--- src/rtl/wfid_decoder_pkg.sv ---
// -----------------------------------------------------------------------------
// wfid_decoder_pkg
// Shared wavefront-slot constants used by the slot decoder and the matching
// index encoder, so both sides agree on the slot count and index width.
//   WFID_NUM_WF : number of wavefront slots (one-hot width)
//   WFID_ID_W   : width of a slot index
//   wfidInRange : helper telling whether an index names a real slot
// -----------------------------------------------------------------------------
package wfid_decoder_pkg;

   localparam int WFID_NUM_WF = 40;
   localparam int WFID_ID_W   = 6;

   // A slot index is meaningful only when it is below the slot count; the
   // index field is wider than needed, so the top codes are unused.
   function automatic logic wfidInRange(input logic [WFID_ID_W-1:0] idx);
      return 32'(idx) < WFID_NUM_WF;
   endfunction

endpackage

--- src/rtl/wfid_decoder_if.sv ---
// -----------------------------------------------------------------------------
// wfid_decoder_if
// Valid/ready bundle between an index producer, the slot decoder and the
// consumer of the decoded mask.
//   in_valid / in_wfid / in_ready       : index offer into the decoder
//   out_valid / out_onehot / out_err    : decoded result held by the decoder
//   out_ready                           : consumer takes the held result
// Modports:
//   master : the environment side (drives indices, takes results)
//   slave  : the decoder side
// -----------------------------------------------------------------------------
interface wfid_decoder_if
   import wfid_decoder_pkg::*;
#(
   parameter int NUM_WF = WFID_NUM_WF,
   parameter int ID_W   = WFID_ID_W
) ();

   logic              in_valid;
   logic [ID_W-1:0]   in_wfid;
   logic              in_ready;
   logic              out_valid;
   logic [NUM_WF-1:0] out_onehot;
   logic              out_err;
   logic              out_ready;

   modport master (
      output in_valid, in_wfid, out_ready,
      input  in_ready, out_valid, out_onehot, out_err
   );

   modport slave (
      input  in_valid, in_wfid, out_ready,
      output in_ready, out_valid, out_onehot, out_err
   );

endinterface

--- src/rtl/wfid_onehot.sv ---
// -----------------------------------------------------------------------------
// wfid_onehot
// Purely combinational slot-index to one-hot decode.
//   i_idx    : slot index
//   o_onehot : one bit set at position i_idx, all zeros when out of range
//   o_oor    : high when i_idx does not name a slot (i_idx >= NUM_WF)
// -----------------------------------------------------------------------------
module wfid_onehot
   import wfid_decoder_pkg::*;
#(
   parameter int NUM_WF = WFID_NUM_WF,
   parameter int ID_W   = WFID_ID_W
) (
   input  logic [ID_W-1:0]   i_idx,
   output logic [NUM_WF-1:0] o_onehot,
   output logic              o_oor
);

   assign o_oor = !(32'(i_idx) < NUM_WF);

   // Compare against every slot number rather than shifting, so an
   // out-of-range index naturally yields an all-zero mask.
   always_comb begin
      o_onehot = '0;
      for (int i = 0; i < NUM_WF; i++) begin
         if (32'(i_idx) == i) begin
            o_onehot[i] = 1'b1;
         end
      end
   end

endmodule

--- src/rtl/wfid_decoder.sv ---
// -----------------------------------------------------------------------------
// wfid_decoder
// Decodes a wavefront slot index into a one-hot mask held in a one-entry
// output register with valid/ready flow control, and optionally tracks which
// slots have been decoded but not yet released.
// Ports:
//   clk, rst     : rising-edge clock, synchronous active-high reset
//   bus (slave)  : index offer in, decoded mask / range error out
//   clr_valid    : release request
//   clr_wfid     : slot to release
//   pending_mask : slots decoded and not yet released
//   dup_err      : one-cycle pulse when a pending slot is decoded again
// Configuration:
//   WFID_DECODER_PENDING_EN - when defined, builds the pending-slot tracker;
//   otherwise pending_mask and dup_err are tied low and releases are ignored.
// -----------------------------------------------------------------------------
module wfid_decoder
   import wfid_decoder_pkg::*;
#(
   parameter int NUM_WF = WFID_NUM_WF,
   parameter int ID_W   = WFID_ID_W
) (
   input  logic              clk,
   input  logic              rst,
   wfid_decoder_if.slave     bus,
   input  logic              clr_valid,
   input  logic [ID_W-1:0]   clr_wfid,
   output logic [NUM_WF-1:0] pending_mask,
   output logic              dup_err
);

   logic              r_outValid;
   logic [NUM_WF-1:0] r_outOnehot;
   logic              r_outErr;

   logic              w_inReady;
   logic              w_accept;
   logic [NUM_WF-1:0] w_setOnehot;
   logic              w_setOor;

   // The output register can take a new index whenever it is empty or its
   // current content is leaving in this same cycle, giving full throughput.
   assign w_inReady = !r_outValid || bus.out_ready;
   assign w_accept  = bus.in_valid && w_inReady;

   assign bus.in_ready   = w_inReady;
   assign bus.out_valid  = r_outValid;
   assign bus.out_onehot = r_outOnehot;
   assign bus.out_err    = r_outErr;

   wfid_onehot #(.NUM_WF(NUM_WF), .ID_W(ID_W)) u_setDecode (
      .i_idx    (bus.in_wfid),
      .o_onehot (w_setOnehot),
      .o_oor    (w_setOor)
   );

   // Output register: a new accept always overwrites (also when the old
   // result is being taken the same cycle, so no bubble appears); otherwise
   // the result is held until the consumer takes it.
   always_ff @(posedge clk) begin
      if (rst) begin
         r_outValid  <= 1'b0;
         r_outOnehot <= '0;
         r_outErr    <= 1'b0;
      end else if (w_accept) begin
         r_outValid  <= 1'b1;
         r_outOnehot <= w_setOnehot;
         r_outErr    <= w_setOor;
      end else if (bus.out_ready) begin
         r_outValid  <= 1'b0;
      end
   end

`ifdef WFID_DECODER_PENDING_EN
   logic [NUM_WF-1:0] r_pending;
   logic              r_dupErr;
   logic [NUM_WF-1:0] w_clrOnehot;
   logic              w_clrOor;
   logic [NUM_WF-1:0] w_setMask;
   logic [NUM_WF-1:0] w_clrMask;

   wfid_onehot #(.NUM_WF(NUM_WF), .ID_W(ID_W)) u_clrDecode (
      .i_idx    (clr_wfid),
      .o_onehot (w_clrOnehot),
      .o_oor    (w_clrOor)
   );

   // Out-of-range indices decode to an all-zero mask, so they can neither
   // set nor clear anything without extra gating.
   assign w_setMask = w_accept  ? w_setOnehot : '0;
   assign w_clrMask = clr_valid ? w_clrOnehot : '0;

   // Clear is applied first and set second so a set wins on the same bit.
   // A re-decode only counts as a duplicate if that slot is not being
   // released in the same cycle.
   always_ff @(posedge clk) begin
      if (rst) begin
         r_pending <= '0;
         r_dupErr  <= 1'b0;
      end else begin
         r_pending <= (r_pending & ~w_clrMask) | w_setMask;
         r_dupErr  <= |(w_setMask & r_pending & ~w_clrMask);
      end
   end

   assign pending_mask = r_pending;
   assign dup_err      = r_dupErr;
`else
   wire w_unusedClr = clr_valid ^ (^clr_wfid);

   assign pending_mask = '0;
   assign dup_err      = 1'b0;
`endif

endmodule
--- src/flat_wrapper.sv ---
// flat-port wrapper written by rule: the top's interface ports become plain ports
module wfid_decoder_flat import wfid_decoder_pkg::*;
#(
   parameter int NUM_WF = WFID_NUM_WF,
   parameter int ID_W   = WFID_ID_W
)
  (clk, rst, clr_valid, clr_wfid, pending_mask, dup_err, bus_in_valid, bus_in_wfid, bus_out_ready, bus_in_ready, bus_out_valid, bus_out_onehot, bus_out_err);
  wfid_decoder_if #(.NUM_WF(NUM_WF), .ID_W(ID_W)) bus_i ();
  input  logic clk;
  input  logic rst;
  input  logic clr_valid;
  input  logic [ID_W-1:0] clr_wfid;
  output logic [NUM_WF-1:0] pending_mask;
  output logic dup_err;
  input wire logic [$bits(bus_i.in_valid)-1:0] bus_in_valid;
  input wire logic [$bits(bus_i.in_wfid)-1:0] bus_in_wfid;
  input wire logic [$bits(bus_i.out_ready)-1:0] bus_out_ready;
  output wire logic [$bits(bus_i.in_ready)-1:0] bus_in_ready;
  output wire logic [$bits(bus_i.out_valid)-1:0] bus_out_valid;
  output wire logic [$bits(bus_i.out_onehot)-1:0] bus_out_onehot;
  output wire logic [$bits(bus_i.out_err)-1:0] bus_out_err;
  assign bus_i.in_valid = bus_in_valid;
  assign bus_i.in_wfid = bus_in_wfid;
  assign bus_i.out_ready = bus_out_ready;
  assign bus_in_ready = bus_i.in_ready;
  assign bus_out_valid = bus_i.out_valid;
  assign bus_out_onehot = bus_i.out_onehot;
  assign bus_out_err = bus_i.out_err;
  wfid_decoder #(.NUM_WF(NUM_WF), .ID_W(ID_W)) u_core (.clk(clk), .rst(rst), .bus(bus_i), .clr_valid(clr_valid), .clr_wfid(clr_wfid), .pending_mask(pending_mask), .dup_err(dup_err));
endmodule
--- config.mk ---
export PLATFORM = sky130hd
export DESIGN_NAME = wfid_decoder_flat
export DESIGN_NICKNAME = d
export VERILOG_FILES = /design/src/rtl/wfid_decoder_pkg.sv /design/src/rtl/wfid_decoder_if.sv /design/src/rtl/wfid_onehot.sv /design/src/rtl/wfid_decoder.sv /design/src/flat_wrapper.sv
export SDC_FILE = /design/constraint.sdc
export NUM_CORES = 1
export LEC_CHECK = 0
export CAP_MARGIN = 20
export CORE_UTILIZATION = 34
export CTS_CLUSTER_DIAMETER = 50
export DETAILED_ROUTE_END_ITERATION = 12
export HOLD_SLACK_MARGIN = 0.12
export PLACE_DENSITY = 0.76
export SLEW_MARGIN = 20
export SYNTH_ARGS = -nofsm -noshare
export SYNTH_HDL_FRONTEND = slang
export SYNTH_SLANG_ARGS = --single-unit
--- constraint.sdc ---
create_clock -name clk -period 1.1 [get_ports clk]
set_input_delay 0.33 -clock clk [delete_from_list [all_inputs] [get_ports clk]]
set_output_delay 0.33 -clock clk [all_outputs]
set_load 0.03 [all_outputs]
==> run_results.csv, run 1 <==
group,metric,value,unit
power_and_ir_drop,p_leak,1.243,nW
die,die_h,74.52,um
clocking,ctsHtreeMaxLevel,2,
yosys,synth_warnings,0,
power_and_ir_drop,clockPowerShare,0.321,
worst_setup_path,worst_ep_arrival_time,0.95,ns
power_and_ir_drop,power_density,1066,nW/um^2
detailed_routing,detail-route-antenna-nets,0,
global_routing,grt_use_total,0.1706,
clocking,cts-root-buf,"clkbuf_8",
detailed_routing,drt_wl_total,4516,um
yosys,syn_inst,168,
sta,finalClockSkew,0.009385,ns
sta,setup_violations,54,
die,num_io_pins,101,
status,violations,"setup timing",
run,maxCapViolCount,0,
place,place.port_buffers,52,
power_and_ir_drop,seqPwrFrac,0.500,
sta,max_freq,781.5,MHz
global_routing,gr-total-overflow,0,
global_routing,grt_pass1_vias,1479,
die,die_w,74.52,um
status,status,"finished with violations",
worst_setup_path,crit_type,"register to output pin",
final_layout,layout-drive-gt1-share,0.6221,
sta,slew_violations,0,
detailed_routing,wl_per_cell,13.60,um
final_layout,syn_to_final_growth,61.51,%
final_layout,utilization,0.5690,
global_routing,grtUsageMet1,0.2075,
place,pre_cts_slack,-0.5756,ns
yosys,synthArstFlopShare,0,
yosys,synth_cell_types,29,
yosys,synth_edf_count,0,
clocking,cts_tree,"built",
clocking,clkLatencyLatePin,0.30,ns
global_routing,grt_pass1_wl,7127,um
sta,rsz0062_at_grt,"true",
die,dieArea,5552,um^2
worst_hold_path,hold_path_class,"register to register",
detailed_routing,first_iter_violations,43,
die,row_count,26,
yosys,synth_seq_area_share,0.4703,
final_layout,final_area,2888,um^2
clocking,cts_buffers,5,
worst_setup_path,r2r_slack,-0.17,ns
worst_setup_path,critPathBufInv,2,
detailed_routing,drc,0,
die,initial_core_util,0.3523,
worst_setup_path,cp-start-kind,"register",
power_and_ir_drop,vdd_drop_max,0.0008318,V
final_layout,multi_input_area,854.6,um^2
global_routing,use_met3,0.03659,
die,coreArea,5075,um^2
final_layout,final_nets,278,
worst_setup_path,cpMostUsedCell,"buf_6",
yosys,ys.flop_type,"dfxtp_1",
worst_setup_path,slowest_stage,"dfxtp_4",
power_and_ir_drop,p_sw_frac,0.2982,
clocking,cts.reportedPaths.clkPinSlew,0.09,ns
worst_setup_path,path_max_fanout,2,
final_layout,final-seq-area,895.9,um^2
yosys,netlist_area,1788,um^2
worst_setup_path,cp_cell_sequence,"nand2b_4, buf_6, buf_6",
sta,post-route-period-util,1.163,
global_routing,antenna_found_initial,0,
sta,setup_tns,-5.344,ns
clocking,cts_buffer_depth,2,
worst_setup_path,cp-end-kind,"output pin",
yosys,syn_area_per_cell,10.64,um^2
worst_setup_path,cp.required,0.77,ns
power_and_ir_drop,power,3.077,mW
power_and_ir_drop,pwr-share-comb,0.179,
final_layout,diodes,0,
detailed_routing,via_per_inst,4.482,
global_routing,grt_util_met2,0.2993,
power_and_ir_drop,p_sw,0.9176,mW
detailed_routing,drt_pass1_iterations,6,
place,dpl.hpwl,2929,um
yosys,synth-seq-cells,42,
worst_setup_path,max_stage_delay,0.37,ns
clocking,cts_num_sinks,42,
worst_setup_path,cp_top_family,"flip-flops",
detailed_routing,dr_total_vias,1488,
final_layout,fill_cells,441,
global_routing,grt_max_degree,15,
place,place_congestion,0.7224,
power_and_ir_drop,power.internal,2.159,mW
place,place_area,2305,um^2
sta,hold_viol_final,0,
sta,fin_crit,1.280,ns
sta,layout_setup_ws,-0.1796,ns
global_routing,grt_busiest_layer,"met2",
-- logic make-up after synthesis --
family                 after synthesis  synth area share
buffers and inverters               50            0.2015
other                                1          0.002097
DFF                                 42            0.4703
and+or+nand+nor                     30            0.1071
AOI/OAI and AO/OA                   45            0.2190
-- sequential cells by signal, summed over array words and instances (netlist names) --
name	flops
u_core.bus.out_valid	1
u_core.bus.out_onehot	40
u_core.bus.out_err	1
-- layout by cell type (no fill, tap or decap), drive strengths merged, types with 2 or more instances in the layout --
cell type    Yosys  final
nor2b            2      2
clkinv           0      2
buf             49     86
o2bb2ai         36     36
nor2             2      2
a21oi            3      3
clkbuf           0      5
nand3            7      7
a22o             3      3
nand2            7      7
nand2b           2      2
dfxtp           42     42
inv              1      2
dlygate4sd2      0      8
conb             1     41
-- per-layer routing --
layer,part of all wire,wire [um]
met5,0,0
met4,0.0075,34
met3,0.054,243
met2,0.53,2390
met1,0.41,1849
-- timing repair --
action,in CTS,in global routing
endpoints found under the hold margin,0,0
gates cloned,3,0
buffers inserted,10,7
setup endpoints to repair,84,84
gates resized for setup,119,12
hold buffers,0,0
pin swaps,4,1
-- layout make-up --
cell class                 count  area share
clock inverter                 3    0.006499
inverter                       1    0.001300
multi-input combinational    116      0.2959
timing repair buffer          95      0.3319
tap                           70     0.03033
clock buffer                   5     0.02383
sequential                    42      0.3102
-- through the flow --
step	cells	hold WS, ns
floorplan	208	0.3917
global placement	305	0.4521
detailed placement	305	0.4478
CTS	326	0.4700
global route	332	0.4775
finish	332	0.4701
-- path summary, 6_finish.rpt --
kind	to	startpoint	depth (start not counted)
min reg2reg	u_core.bus.out_onehot[38]	u_core.bus.out_onehot[38]	1
max reg2reg	u_core.bus.out_onehot[2]	u_core.bus.out_valid	6
min	u_core.bus.out_onehot[38]	u_core.bus.out_onehot[38]	1
max	bus_in_ready	u_core.bus.out_valid	3
-- cell usage after synthesis, types with 2 or more instances --
library cell	number	area share
o2bb2ai_1	35	0.17
nor2_1	2	0.0042
nand3_1	7	0.020
buf_2	6	0.017
nand2_1	7	0.015
a21oi_1	3	0.0084
buf_4	42	0.18
a22o_1	3	0.015
dfxtp_1	42	0.47
nor2b_1	2	0.0070
-- power groups by stage --
stage	combinational, mW	clock (mW)	sequential, mW
after global routing	0.590	1.09	1.54
after floorplan	0.419	0	1.60
after CTS	0.532	1.01	1.54
after global placement	0.465	0	1.57
after detailed placement	0.469	0	1.57
final	0.550	0.989	1.54
Note: power is estimated with default switching activity, not from simulation.
==> run 2: changes to the inputs <==
--- a/config.mk
+++ b/config.mk
@@ -8,6 +8,7 @@
 export CAP_MARGIN = 20
 export CORE_UTILIZATION = 34
 export CTS_CLUSTER_DIAMETER = 50
+export CTS_CLUSTER_SIZE = 25
 export DETAILED_ROUTE_END_ITERATION = 12
 export HOLD_SLACK_MARGIN = 0.12
 export PLACE_DENSITY = 0.76
==> results of run 2 <==
Final layout, timing and power as in run 1 (identical DEF).
